===== config.mk =====
export PLATFORM = sky130hd
export DESIGN_NAME = vga_timing_gen
export DESIGN_NICKNAME = d
export VERILOG_FILES = /design/src/rtl/vga_timing_pkg.sv /design/src/rtl/vga_delay_line.sv /design/src/rtl/vga_timing_gen.sv
export SDC_FILE = /design/constraint.sdc
export NUM_CORES = 1
export LEC_CHECK = 0
export ABC_AREA = 1
export BUFFER_PORTS_ARGS = -buffer_cell sky130_fd_sc_hd__buf_4
export CAP_MARGIN = 40
export CORE_MARGIN = 5
export CORE_UTILIZATION = 55
export DETAILED_ROUTE_END_ITERATION = 6
export PLACE_DENSITY_LB_ADDON = 0.1
export SYNTH_ARGS = -nofsm -noshare
export SYNTH_HDL_FRONTEND = slang
export SYNTH_SLANG_ARGS = --single-unit

===== constraint.sdc =====
create_clock -name CLK -period 2.87 [get_ports CLK]
set_clock_uncertainty 0.05 [all_clocks]
set_input_delay 0.287 -clock CLK [delete_from_list [all_inputs] [get_ports CLK]]
set_output_delay 0.287 -clock CLK [all_outputs]
set_load 0.02 [all_outputs]

===== src/rtl/vga_timing_pkg.sv =====
// Shared VGA timing definitions.
// Holds the 640x480@60 timing constants used as defaults by vga_timing_gen,
// the per-pixel flag bundle carried through the display pipeline, and a
// helper that checks a line/frame total fits in an address width.
package vga_timing_pkg;

  localparam int unsigned VGA_H_SYNC   = 96;
  localparam int unsigned VGA_H_BACK   = 48;
  localparam int unsigned VGA_H_ACTIVE = 640;
  localparam int unsigned VGA_H_FRONT  = 16;
  localparam int unsigned VGA_V_SYNC   = 2;
  localparam int unsigned VGA_V_BACK   = 33;
  localparam int unsigned VGA_V_ACTIVE = 480;
  localparam int unsigned VGA_V_FRONT  = 10;

  // Sync flags are carried as "active" (1 = in sync pulse) so that a cleared
  // pipeline stage always means inactive, whatever the output polarity.
  typedef struct packed {
    logic hs_act;
    logic vs_act;
    logic ready;
    logic line_start;
    logic frame_start;
  } vga_flags_t;

  // True when a counter running 0..total-1 fits in 'width' bits.
  function automatic bit total_fits(input int unsigned total,
                                    input int unsigned width);
    if (width >= 32) return 1'b1;
    return total <= (32'd1 << width);
  endfunction

endpackage


===== src/rtl/vga_delay_line.sv =====
// Fixed-latency shift pipeline.
// Ports: CLK, RST_n (async active-low clear of every stage), din (WIDTH bits),
// dout = din delayed DEPTH clocks. DEPTH = 0 is a plain wire.
module vga_delay_line #(
  parameter int unsigned WIDTH = 1,
  parameter int unsigned DEPTH = 1
) (
  input  logic             CLK,
  input  logic             RST_n,
  input  logic [WIDTH-1:0] din,
  output logic [WIDTH-1:0] dout
);

  if (DEPTH == 0) begin : g_wire
    logic unused_clk_rst;
    assign unused_clk_rst = &{1'b0, CLK, RST_n};
    assign dout = din;
  end else begin : g_pipe
    logic [WIDTH-1:0] stage [DEPTH];

    always_ff @(posedge CLK or negedge RST_n) begin
      if (!RST_n) begin
        for (int unsigned i = 0; i < DEPTH; i++) stage[i] <= '0;
      end else begin
        stage[0] <= din;
        for (int unsigned i = 1; i < DEPTH; i++) stage[i] <= stage[i-1];
      end
    end

    assign dout = stage[DEPTH-1];
  end

endmodule


===== src/rtl/vga_timing_gen.sv =====
// VGA raster timing generator.
// Ports: CLK pixel clock, RST_n async active-low reset, Enable_Sig run enable.
// Fetch stage (registered from the h/v counters): Fetch_Sig, Fetch_Col_Sig,
// Fetch_Row_Sig. Display stage (fetch stage delayed PREFETCH clocks):
// HSYNC_Sig, VSYNC_Sig, Ready_Sig, Column_Addr_Sig, Row_Addr_Sig,
// Line_Start_Sig, Frame_Start_Sig.
module vga_timing_gen
  import vga_timing_pkg::*;
#(
  parameter int unsigned H_SYNC   = VGA_H_SYNC,
  parameter int unsigned H_BACK   = VGA_H_BACK,
  parameter int unsigned H_ACTIVE = VGA_H_ACTIVE,
  parameter int unsigned H_FRONT  = VGA_H_FRONT,
  parameter int unsigned V_SYNC   = VGA_V_SYNC,
  parameter int unsigned V_BACK   = VGA_V_BACK,
  parameter int unsigned V_ACTIVE = VGA_V_ACTIVE,
  parameter int unsigned V_FRONT  = VGA_V_FRONT,
  parameter bit          HS_POL   = 1'b0,
  parameter bit          VS_POL   = 1'b0,
  parameter int unsigned PREFETCH = 2,
  parameter int unsigned ADDR_W   = 11
) (
  input  logic              CLK,
  input  logic              RST_n,
  input  logic              Enable_Sig,
  output logic              Fetch_Sig,
  output logic [ADDR_W-1:0] Fetch_Col_Sig,
  output logic [ADDR_W-1:0] Fetch_Row_Sig,
  output logic              HSYNC_Sig,
  output logic              VSYNC_Sig,
  output logic              Ready_Sig,
  output logic [ADDR_W-1:0] Column_Addr_Sig,
  output logic [ADDR_W-1:0] Row_Addr_Sig,
  output logic              Line_Start_Sig,
  output logic              Frame_Start_Sig
);

  localparam int unsigned H_TOTAL = H_SYNC + H_BACK + H_ACTIVE + H_FRONT;
  localparam int unsigned V_TOTAL = V_SYNC + V_BACK + V_ACTIVE + V_FRONT;
  localparam int unsigned HA0     = H_SYNC + H_BACK;
  localparam int unsigned VA0     = V_SYNC + V_BACK;
  localparam int unsigned PIPE_W  = $bits(vga_flags_t) + 2 * ADDR_W;

  localparam logic [ADDR_W-1:0] H_LAST = ADDR_W'(H_TOTAL - 1);
  localparam logic [ADDR_W-1:0] V_LAST = ADDR_W'(V_TOTAL - 1);
  localparam logic [ADDR_W-1:0] HA0_A  = ADDR_W'(HA0);
  localparam logic [ADDR_W-1:0] VA0_A  = ADDR_W'(VA0);

  if (!total_fits(H_TOTAL, ADDR_W) || !total_fits(V_TOTAL, ADDR_W)) begin : g_bad_width
    $error("vga_timing_gen: H_TOTAL/V_TOTAL exceed 2**ADDR_W");
  end
  if (PREFETCH > 7) begin : g_bad_prefetch
    $error("vga_timing_gen: PREFETCH must be 0..7");
  end

  logic [ADDR_W-1:0] h_cnt, v_cnt;
  int unsigned       h_u, v_u;

  // Disabled counters sit at (0,0), so the first enabled edge registers
  // the (0,0) fetch values and the first frame is full-length.
  always_ff @(posedge CLK or negedge RST_n) begin
    if (!RST_n) begin
      h_cnt <= '0;
      v_cnt <= '0;
    end else if (!Enable_Sig) begin
      h_cnt <= '0;
      v_cnt <= '0;
    end else if (h_cnt == H_LAST) begin
      h_cnt <= '0;
      v_cnt <= (v_cnt == V_LAST) ? '0 : v_cnt + 1'b1;
    end else begin
      h_cnt <= h_cnt + 1'b1;
    end
  end

  // Window compares are done at 32 bits so HA0+H_ACTIVE may equal 2**ADDR_W.
  assign h_u = 32'(h_cnt);
  assign v_u = 32'(v_cnt);

  vga_flags_t        flags_d, flags_q;
  logic [ADDR_W-1:0] fcol_d, frow_d, fcol_q, frow_q;

  always_comb begin
    flags_d = '0;
    fcol_d  = '0;
    frow_d  = '0;
    if (Enable_Sig) begin
      flags_d.hs_act = (h_u < H_SYNC);
      flags_d.vs_act = (v_u < V_SYNC);
      if (h_u >= HA0 && h_u < HA0 + H_ACTIVE &&
          v_u >= VA0 && v_u < VA0 + V_ACTIVE) begin
        flags_d.ready       = 1'b1;
        flags_d.line_start  = (h_u == HA0);
        flags_d.frame_start = (h_u == HA0) && (v_u == VA0);
        fcol_d              = h_cnt - HA0_A;
        frow_d              = v_cnt - VA0_A;
      end
    end
  end

  always_ff @(posedge CLK or negedge RST_n) begin
    if (!RST_n) begin
      flags_q <= '0;
      fcol_q  <= '0;
      frow_q  <= '0;
    end else begin
      flags_q <= flags_d;
      fcol_q  <= fcol_d;
      frow_q  <= frow_d;
    end
  end

  assign Fetch_Sig     = flags_q.ready;
  assign Fetch_Col_Sig = fcol_q;
  assign Fetch_Row_Sig = frow_q;

  vga_flags_t        disp_flags;
  logic [ADDR_W-1:0] disp_col, disp_row;

  vga_delay_line #(
    .WIDTH (PIPE_W),
    .DEPTH (PREFETCH)
  ) u_disp_pipe (
    .CLK   (CLK),
    .RST_n (RST_n),
    .din   ({flags_q, fcol_q, frow_q}),
    .dout  ({disp_flags, disp_col, disp_row})
  );

  assign HSYNC_Sig       = disp_flags.hs_act ? HS_POL : !HS_POL;
  assign VSYNC_Sig       = disp_flags.vs_act ? VS_POL : !VS_POL;
  assign Ready_Sig       = disp_flags.ready;
  assign Column_Addr_Sig = disp_col;
  assign Row_Addr_Sig    = disp_row;
  assign Line_Start_Sig  = disp_flags.line_start;
  assign Frame_Start_Sig = disp_flags.frame_start;

endmodule

==> reports/qor.yml <==
outcome:
  status: "finished, final reports clean"
timing:
  timing.fmax_mhz: 502
  hold_viol_final: 0
  fin_crit_sh: 0.694
  fin_crit_ns: 1.99
  relSlewSlack: 0.564
  maxSlewViolCount: 0
  worst_pin_slew_ns: 0.654
  rsz0062_at_grt: "false"
  tns_ns: 0
  setup_viol: 0
clock_network:
  cts_tree: "built"
  clock-sinks: 103
  cts_setup_buffers: 0
  clkTransAtPathRegs_ns: 0.11
  clk_latency_ns: 0.36
  cts_buffers: 9
  cts-htree-levels: 3
  cts-root-buf: "clkbuf_8"
  cts_buffer_depth: 2
synthesis:
  synthesis.nets: 397
  synth_area_sq_mm: 0.00426
  syn_inst: 388
  ys_seq_area_frac: 0.605
  ys_warn_count: 0
  ys_ff_latch: 103
  synth.avg_cell_area_sq_um: 11.0
  yosysUniqueCellTypes: 29
worst_setup_path:
  startpoint_type: "register"
  end_kind: "register"
  path_cells: "inv_1 -> ha_1 -> inv_1 -> nor3_1 -> nand3_1 -> nand3_1 -> nand3_4 -> nor2_1"
  worst-endpoint-arrival_ns: 2.21
  rrSetupSlack_ns: 0.88
  crit_buf_inv: 2
  cp_slowest_stage_delay_ns: 0.49
  cpMaxStageDelayCell: "nand3_4"
  crit_family: "simple AND/OR/NAND/NOR gates"
  critPathMaxFanout: 25
  crit_required_ns: 3.09
  reg2reg_depth: 8
  r2r-end: "Fetch_Row_Sig[2]$_DFF_PN0_"
  regToRegStartpoint: "h_cnt[5]$_DFF_PN0_"
  crit_type: "reg -> reg"
power:
  total_power_uw: 2360
  ir_worst_vdd_v: 0.000259
  p_leak_uw: 0.00251
  power_density_mw_per_mm2: 497
finish:
  multiInputGateArea_sq_mm: 0.00125
  final_core_util: 0.621
  drive_above_1_share: 0.280
  seq_area_sq_mm: 0.00258
  final_cell_mix: "dfrtp_1, nand2_1, buf_4"
  fillerInstances: 636
  diodes: 0
  nNetsFinal: 434
  syn_to_final_growth_pct: 11.5
  layout_commonest_cell: "dfrtp_1"
floorplanning:
  die_y_um: 98.0
  initial_core_util: 0.557
  dieArea_sq_mm: 0.00960
  rows: 32
  core_sq_mm: 0.00765
  io_pins: 53
  die_w_um: 98.0
global_route:
  overflow: 0
  antenna_found_initial: 0
  grt_max_degree: 64
  grt_pass1_vias: 2442
  grt_pass1_wl_um: 11900
  groute.usage.overall: 0.154
detailed_routing:
  drc: 0
  ant_nets: 0
  routed.top_layer: "met4"
  via_per_inst: 4.75
  route.met2.wl_um: 2930
  drt_iter0_drc: 88
  met3RoutedLength_um: 471
  drtPass1Iterations: 4
  met1_length_um: 3260
  postRouteWirelength_um: 6770
  num_vias: 2521
  wl_per_cell_um: 12.8
hold_path:
  hold_depth: 3
  holdPathEnd: "v_cnt[4]$_DFFE_PN0P_"
  holdCritStartpoint: "Enable_Sig"
  hold_path_class: "in -> reg"
placed_design:
  port_buffers: 52
  globalplace.congestion: 0.897
  hpwlAfterDp_um: 4990
job:
  max_cap_viol_count: 0
timing repair:
action / 4_1_cts / 5_1_grt
gates resized for setup: 0 / 0
hold buffers: 1 / 0
hold endpoints to repair: 11 / 0
per-layer routing:
| layer | GRT usage | vias up |
|---|---|---|
| met3 | 0.0364 | 9 |
| li1 | - | 1260 |
| met2 | 0.214 | 79 |
| met1 | 0.231 | 1173 |
| met5 | 0 | - |
| met4 | 0.0671 | 0 |
how the worst max path moves through the flow:
stage / startpoint / endpoint / cells after the start / slack (ns)
2_1_floorplan: h_cnt[0]$_DFF_PN0_ / v_cnt[7]$_DFFE_PN0P_ / 9 / 1.36
3_3_place_gp: h_cnt[5]$_DFF_PN0_ / Fetch_Row_Sig[0]$_DFF_PN0_ / 8 / 0.93
3_5_place_dp: h_cnt[5]$_DFF_PN0_ / Fetch_Row_Sig[2]$_DFF_PN0_ / 8 / 0.87
4_1_cts: h_cnt[5]$_DFF_PN0_ / Fetch_Row_Sig[2]$_DFF_PN0_ / 8 / 0.83
5_1_grt: h_cnt[5]$_DFF_PN0_ / Fetch_Row_Sig[2]$_DFF_PN0_ / 8 / 0.69
6_report: h_cnt[5]$_DFF_PN0_ / Fetch_Row_Sig[2]$_DFF_PN0_ / 8 / 0.88
synth_stat cells (all sizes together):
library cell,instances,share of area
dfrtp,103,0.61
nand2,66,0.062
nor2,59,0.097
inv,45,0.040
buf,29,0.060
nand3,21,0.029
o21ai,18,0.025
xor2,11,0.023
nor3,9,0.011
a21oi,8,0.010
nand4,8,0.013
ha,6,0.018
clkbuf,1,0.00088
nor3b,1,0.0018
nor4,1,0.0015
o21bai,1,0.0026
xnor2,1,0.0021
sequential cells by signal (all words and copies together) (netlist names):
name / count
h_cnt: 11
Fetch_Sig: 1
flags_q: 4
u_disp_pipe.dout: 27
u_disp_pipe.g_pipe.stage: 27
Fetch_Row_Sig: 11
v_cnt: 11
Fetch_Col_Sig: 11
kinds of logic after synthesis:
group,share of synthesized area
buffers and inverters,0.100
flip-flops,0.605
XOR/XNOR,0.0247
AND/OR/NAND/NOR,0.214
AO/OA/AOI/OAI,0.0376
adder cells (fa/ha/maj),0.0176
worst register-to-register path, stage by stage (launching register included):
cell,delay [ns]
dfrtp_1,0.43
inv_1,0.12
ha_1,0.15
inv_1,0.05
nor3_1,0.12
nand3_1,0.12
nand3_1,0.14
nand3_4,0.49
nor2_1,0.25
through the flow:
stage          setup WS, ns  area, sq um  hold slack, ns  instances
3_5_place_dp          0.873         4560           0.108        515
3_3_place_gp          0.935         4530           0.282        514
4_1_cts               0.829         4750           0.210        531
2_1_floorplan          1.36         4260         -0.0586        388
6_report              0.879         4750           0.223        531
5_1_grt               0.692         4750           0.233        531
area by class of cell:
class	count	share of cell area
multi-input combinational	210	0.264
timing repair buffer	56	0.0933
sequential	103	0.543
tap	102	0.0269
clock buffer	9	0.0261
clock inverter	6	0.0116
inverter	45	0.0356
power by group:
part | switching, uW | total (uW) | internal (uW) | leakage [uW]
clock network | 505 | 831 | 326 | 0.0000853
logic | 49.2 | 66.4 | 17.2 | 0.00100
registers | 6.61 | 1460 | 1460 | 0.00142
total | 561 | 2360 | 1800 | 0.00251
Note: power is estimated with default switching activity, not from simulation.
